[src/rtl/uart_pkg.sv]
// Shared UART definitions: encoder/serializer state encodings, default frame bytes,
// and the bit-period computation used by both transmit and receive sides.
package uart_pkg;

    typedef enum logic [2:0] {
        StIdle,
        StHead,
        StNum,
        StAddr,
        StCmd,
        StEnd,
        StGap
    } enc_state_e;

    typedef enum logic [1:0] {
        TxIdle,
        TxStart,
        TxData,
        TxStop
    } tx_state_e;

    localparam logic [7:0] DEFAULT_HEAD = 8'hA6;
    localparam logic [7:0] DEFAULT_END  = 8'hCE;

    // Clock cycles per serial bit; integer division truncates.
    function automatic int unsigned bit_period(input int unsigned clk_freq,
                                               input int unsigned bps);
        return clk_freq / bps;
    endfunction

endpackage

[src/rtl/uart_tx.sv]
// Bit-level 8N1 serializer, LSB first. A start request seen in the last stop-bit cycle
// launches the next byte with no idle bit; tx_data is sampled at the end of the start bit.
module uart_tx
    import uart_pkg::*;
#(
    parameter int unsigned BPS         = 115200,
    parameter int unsigned SYS_CLK_FRE = 50_000_000
) (
    input  logic       clk,
    input  logic       rst,
    input  logic       tx_start,
    input  logic [7:0] tx_data,
    output logic       tx_busy,
    output logic       tx_done,
    output logic       uart_txd
);

    localparam int unsigned BitCycles = bit_period(SYS_CLK_FRE, BPS);
    localparam int unsigned CntW      = $clog2(BitCycles + 1);
    localparam logic [CntW-1:0] BitLast = CntW'(BitCycles - 1);

    tx_state_e       st_q;
    logic [CntW-1:0] cnt_q;
    logic [2:0]      bit_q;
    logic [7:0]      shift_q;
    logic            bit_end;

    assign bit_end = (cnt_q == BitLast);
    assign tx_done = (st_q == TxStop) && bit_end;
    assign tx_busy = (st_q != TxIdle);

    always_ff @(posedge clk or posedge rst) begin
        if (rst) begin
            st_q     <= TxIdle;
            cnt_q    <= '0;
            bit_q    <= '0;
            shift_q  <= '0;
            uart_txd <= 1'b1;
        end else begin
            cnt_q <= (st_q == TxIdle || bit_end) ? '0 : cnt_q + 1'b1;
            case (st_q)
                TxIdle: begin
                    if (tx_start) begin
                        st_q     <= TxStart;
                        uart_txd <= 1'b0;
                    end
                end
                TxStart: begin
                    if (bit_end) begin
                        shift_q  <= tx_data;
                        uart_txd <= tx_data[0];
                        bit_q    <= '0;
                        st_q     <= TxData;
                    end
                end
                TxData: begin
                    if (bit_end) begin
                        if (bit_q == 3'd7) begin
                            uart_txd <= 1'b1;
                            st_q     <= TxStop;
                        end else begin
                            uart_txd <= shift_q[1];
                            shift_q  <= shift_q >> 1;
                            bit_q    <= bit_q + 1'b1;
                        end
                    end
                end
                TxStop: begin
                    if (bit_end) begin
                        if (tx_start) begin
                            st_q     <= TxStart;
                            uart_txd <= 1'b0;
                        end else begin
                            st_q <= TxIdle;
                        end
                    end
                end
                default: st_q <= TxIdle;
            endcase
        end
    end

endmodule

[src/rtl/uart_encode.sv]
// Frame encoder: HEAD, NUM, ADDR, CMD bytes (MSB first), END over a UART line.
// Define UART_ENCODE_GAP_EN to hold the line idle for two bit periods after END.
module uart_encode
    import uart_pkg::*;
#(
    parameter int unsigned UART_BPS    = 115200,
    parameter int unsigned CLK_FREQ    = 50_000_000,
    parameter int unsigned ADDR_WIDTH  = 8,
    parameter int unsigned CMD_WIDTH   = 8,
    parameter logic [7:0]  HEAD_FREAME = DEFAULT_HEAD,
    parameter logic [7:0]  END_FREAME  = DEFAULT_END
) (
    input  logic                  sys_clk,
    input  logic                  sys_rst_n,
    input  logic [ADDR_WIDTH-1:0] addr_data,
    input  logic [CMD_WIDTH-1:0]  cmd_data,
    input  logic                  frame_valid,
    output logic                  frame_ready,
    output logic                  busy,
    output logic                  frame_done,
    output logic                  uart_txd
);

    localparam int unsigned NumCmd  = CMD_WIDTH / 8;
    localparam logic [7:0]  NumByte = 8'(NumCmd + 1);
    localparam logic [2:0]  CmdLast = 3'(NumCmd - 1);

    enc_state_e            state_q;
    logic                  ready_q;
    logic [ADDR_WIDTH-1:0] addr_q;
    logic [CMD_WIDTH-1:0]  cmd_q;
    logic [2:0]            cnt_q;
    logic                  tx_start;
    logic [7:0]            tx_data;
    logic                  tx_busy;
    logic                  tx_done;

`ifdef UART_ENCODE_GAP_EN
    localparam int unsigned GapCycles = 2 * bit_period(CLK_FREQ, UART_BPS);
    localparam int unsigned GapW      = $clog2(GapCycles);
    localparam logic [GapW-1:0] GapLast = GapW'(GapCycles - 1);

    logic [GapW-1:0] gap_q;
    logic            gap_last;

    assign gap_last   = (state_q == StGap) && (gap_q == GapLast);
    assign frame_done = ((state_q == StEnd) && tx_done) || gap_last;
`else
    assign frame_done = (state_q == StEnd) && tx_done;
`endif

    assign frame_ready = ready_q;
    assign busy        = (state_q != StIdle) || tx_busy;
    // Next byte is requested while the current one is still on the line, so they abut.
    assign tx_start    = (state_q inside {StHead, StNum, StAddr, StCmd});

    always_comb begin
        tx_data = 8'h00;
        case (state_q)
            StHead:  tx_data = HEAD_FREAME;
            StNum:   tx_data = NumByte;
            StAddr:  tx_data = addr_q;
            StCmd:   tx_data = cmd_q[CMD_WIDTH-1 -: 8];
            StEnd:   tx_data = END_FREAME;
            default: tx_data = 8'h00;
        endcase
    end

    always_ff @(posedge sys_clk or posedge sys_rst_n) begin
        if (sys_rst_n) begin
            state_q <= StIdle;
            ready_q <= 1'b0;
            addr_q  <= '0;
            cmd_q   <= '0;
            cnt_q   <= '0;
`ifdef UART_ENCODE_GAP_EN
            gap_q   <= '0;
`endif
        end else begin
            case (state_q)
                StIdle: begin
                    cnt_q <= '0;
                    if (ready_q && frame_valid) begin
                        addr_q  <= addr_data;
                        cmd_q   <= cmd_data;
                        ready_q <= 1'b0;
                        state_q <= StHead;
                    end else begin
                        ready_q <= 1'b1;
                    end
                end
                StHead: if (tx_done) state_q <= StNum;
                StNum:  if (tx_done) state_q <= StAddr;
                StAddr: if (tx_done) state_q <= StCmd;
                StCmd: begin
                    if (tx_done) begin
                        cmd_q <= cmd_q << 8;
                        if (cnt_q == CmdLast) begin
                            state_q <= StEnd;
                        end else begin
                            cnt_q <= cnt_q + 1'b1;
                        end
                    end
                end
                StEnd: begin
                    if (tx_done) begin
`ifdef UART_ENCODE_GAP_EN
                        gap_q   <= '0;
                        state_q <= StGap;
`else
                        ready_q <= 1'b1;
                        state_q <= StIdle;
`endif
                    end
                end
`ifdef UART_ENCODE_GAP_EN
                StGap: begin
                    if (gap_last) begin
                        ready_q <= 1'b1;
                        state_q <= StIdle;
                    end else begin
                        gap_q <= gap_q + 1'b1;
                    end
                end
`endif
                default: state_q <= StIdle;
            endcase
        end
    end

    uart_tx #(
        .BPS         (UART_BPS),
        .SYS_CLK_FRE (CLK_FREQ)
    ) u_tx (
        .clk      (sys_clk),
        .rst      (sys_rst_n),
        .tx_start (tx_start),
        .tx_data  (tx_data),
        .tx_busy  (tx_busy),
        .tx_done  (tx_done),
        .uart_txd (uart_txd)
    );

endmodule

[config.mk]
export PLATFORM = sky130hd
export DESIGN_NAME = uart_encode
export DESIGN_NICKNAME = d
export VERILOG_FILES = /design/src/rtl/uart_pkg.sv /design/src/rtl/uart_tx.sv /design/src/rtl/uart_encode.sv
export SDC_FILE = /design/constraint.sdc
export NUM_CORES = 1
export LEC_CHECK = 0
export BUFFER_PORTS_ARGS = -buffer_cell sky130_fd_sc_hd__clkbuf_2
export CAP_MARGIN = 20
export CORE_ASPECT_RATIO = 0.5
export CORE_MARGIN = 10
export CORE_UTILIZATION = 44
export CTS_CLUSTER_DIAMETER = 100
export CTS_CLUSTER_SIZE = 8
export DETAILED_ROUTE_END_ITERATION = 7
export MAX_ROUTING_LAYER = met4
export PLACE_DENSITY_LB_ADDON = 0.12
export SKIP_CTS_REPAIR_TIMING = 1
export SLEW_MARGIN = 20
export SYNTH_ARGS = -nofsm -noshare
export SYNTH_HDL_FRONTEND = slang
export SYNTH_HIERARCHICAL = 1
export SYNTH_SLANG_ARGS = --single-unit
[constraint.sdc]
create_clock -name sys_clk -period 2.2 [get_ports sys_clk]
set_clock_uncertainty 0.05 [all_clocks]
set_input_delay 0.44 -clock sys_clk [delete_from_list [all_inputs] [get_ports sys_clk]]
set_output_delay 0.44 -clock sys_clk [all_outputs]
set_load 0.02 [all_outputs]
==> summary.md <==
| Metric | Value |
|---|---|
| Vertical die dimension | `71.8 um` |
| Multi-input logic area | `1160 um2` |
| Category of the most critical setup path | `flop to output pin` |
| Final nets | `311` |
| Average footprint of a synthesized cell | `9.65 um2` |
| CTS tree | `built` |
| Number of violations reported at the end of detailed-routing iteration 0 | `120` |
| Distinct cells, synth | `43` |
| Placed wire-length estimate after detailed placement | `3620 um` |
| Count of warnings emitted by yosys | `6` |
| Total of buffers placed on input and output ports | `22` |
| Maximum achievable frequency | `457 MHz` |
| Full die area | `8880 um2` |
| Maximum number of pins on one net before global-route repair | `23` |
| Type of the worst min-delay path | `input pin to flop` |
| Die X | `124 um` |
| Most frequently used cell type in the post-synthesis netlist | `dfrtp_1` |
| Register bit count reported by yosys | `45` |
| Core region area | `5070 um2` |
| Worst-case vdd ir drop | `417 uV` |
| Number of buffers between clock root and the deepest sink | `2` |
| Layout fillers | `483` |
| Dominant combinational cell family by area after synthesis | `simple AND/OR/NAND/NOR gates` |
| Area growth, synth to finish | `15.9%` |
| Critical Path End Type | `output pin` |
| Compound-gate portion of the synthesized area | `12.0%` |
| Antenna violations before repair | `0` |
| Instance area after placement | `2590 um2` |
| I/O pins | `23` |
| Maximum fanout count along the critical path | `5` |
| Overall power after layout | `2.78 mW` |
| First-pass GRT wire length | `8320 um` |
| Ratio of cells with drive above 1 in the final layout | `23.8%` |
| CP Data Required Time | `1.71 ns` |
| CTS H-Tree Depth | `2` |
| Top cells by area, synth | `dfrtp_1, nand2_1, ha_1, o21ai_0, mux2_2` |
| Row count | `18` |
| Synth Area in Adders | `5.82%` |
| Max_cap viols | `0` |
| Sequential-to-total area share from yosys stat | `47.7%` |
| EDFF count, synth | `0` |
| Gate Count Post-Synth | `245` |
| # diodes | `0` |
| Register clock-pin slew on the reported worst setup and hold paths | `0.09 ns` |
| Initial core utilization | `46.7%` |
| Average wire length per cell after detail routing | `14.0 um` |
| Remaining design rule violation count | `0` |
| Share of the synthesized netlist area taken by xor and xnor gates | `3.33%` |
| Aggregate global routing overflow | `0` |
| Worst-Skew Late Latency | `0.29 ns` |
| Worst Tran Pin Value | `0.510 ns` |
| Most used flip-flop cell after synthesis | `dfrtp_1` |
| Total setup violations reported at the end of the flow | `0` |
| Count of endpoints failing hold in the final timing report | `0` |
| Global-route usage over all layers | `11.8%` |
| Final number of max-transition violations | `0` |
| Vias per cell | `5.03` |
| Portion of netlist area occupied by mux cells | `8.20%` |
| Leakage power figure | `1.30 nW` |
| Slew HR | `65.9%` |
| Setup repair after global routing missed its margin | `yes` |
| Top cells by count, synth | `dfrtp_1, nand2_1, nor2_1, o21ai_0` |
| Post-synth top area share | `46.6%` |
| Via count of the first global-routing pass | `1765` |
| Number of nets in the synthesized netlist | `275` |
| Arrival time of the worst setup path | `1.70 ns` |
| Post-Syn Area | `2360 um2` |
| Post-Layout Inst Area | `2740 um2` |
| Number of CTS-inserted buffers | `5` |
| Clk sink count | `45` |
| Share of synthesized registers carrying an async set or reset | `100%` |
| DRT Wirelength | `4910 um` |
| Fin crit share | `99.5%` |
| Power Dens Cells | `1010 nW/um2` |
| Fin crit period | `2.19 ns` |
| Routed via count | `1767` |
| Library cell occupying the most area in the post-synthesis netlist | `dfrtp_1` |
| Synth Area in Simple Gates | `19.3%` |
| Root buf cell | `clkbuf_8` |
| TritonRoute pass-1 iters | `4` |
| Gpl congestion | `0.811` |
| Critical Path Source Type | `flop` |
| Result of the run | `completed` |
| ANT nets after route | `0` |
| Total area of sequential cells | `1130 um2` |
-- power breakdown --
part / internal (mW) / switching, mW
combinational: 0.482 / 0.553
clock: 0.249 / 0.274
sequential: 1.05 / 0.175
-- registers in the layout, summed over array words and instances, names as in the netlist --
signal         count
addr_q             8
frame_ready        1
u_tx/st_q          2
u_tx/cnt_q         9
u_tx/uart_txd      1
u_tx/bit_q         3
u_tx/shift_q       7
state_q            3
cnt_q              3
cmd_q              8
-- worst max-delay path, stage by stage (launching register included) --
cell	delay (ns)
dfrtp_1	0.41
inv_1	0.07
ha_1	0.12
and4bb_2	0.28
and3_4	0.23
nand2_2	0.06
nor2_1	0.09
buf_4	0.15
-- path summary, 6_finish.rpt --
kind                       slack (ns)       startpoint  cells past startpoint         endpoint
max in group asynchronous        1.10        sys_rst_n                      4        addr_q[7]
min in group asynchronous        0.52        sys_rst_n                      3         cnt_q[2]
setup / recovery                 0.01    u_tx/cnt_q[1]                      7       frame_done
setup reg to reg                 0.13    u_tx/cnt_q[1]                      9       state_q[0]
hold / removal                   0.31      cmd_data[0]                      3         cmd_q[0]
hold reg to reg                  0.44  u_tx/shift_q[1]                      2  u_tx/shift_q[1]
-- through the flow --
stage                     setup WS [ns]  utilization [%]  instances  TNS, ns  hold slack [ns]
final                            0.0117             54.1        351        0            0.307
after global routing            -0.0925             54.1        351  -0.0925            0.306
after CTS                        -0.156             52.8        344   -0.156          -0.0509
after detailed placement          0.175             51.1        337        0            0.271
after global placement            0.231             51.1        337        0            0.267
after floorplan                  0.0376                -        245        0            0.378
-- layer usage --
| metal | vias up | track usage, % | share of wire [%] |
|---|---|---|---|
| li1 | 907 | - | - |
| met1 | 832 | 15.9 | 50 |
| met2 | 26 | 17.2 | 45 |
| met3 | 2 | 3.44 | 4.0 |
| met4 | 0 | 2.31 | 0.49 |
| met5 | - | - | 0 |
-- layout make-up --
type	instances	area share, %
Multi-Input combinational cell	180	42.2
Inverter	10	1.37
Sequential cell	45	41.1
Tap cell	70	3.19
Timing Repair Buffer	39	8.85
Clock inverter	1	0.274
Clock buffer	6	3.01
-- layout by cell type, fill, tap and decap left out, drive strengths merged, types with 2 or more instances in the layout --
cell type and count:
xnor2 6, nor3 7, buf 17, nand4 3, a211oi 2, xor2 3, dfrtp 44, mux2i 7
a21oi 4, inv 10, nor2b 3, nand3 5, a21boi 2, clkbuf 27, a22o 4, nand2 37
and3 2, ha 11, nor2 26, mux2 11, o21ai 26, nand2b 5, or2 2
-- cells by family (layout without fill, tap and decap cells) --
family,Yosys count,count (layout)
compound gates,46,46
fa+ha+maj,11,11
simple gates,96,96
buf+inv,20,56
xor+xnor,9,9
flops,45,45
mux,18,18
(Power assumes the default switching activity.)
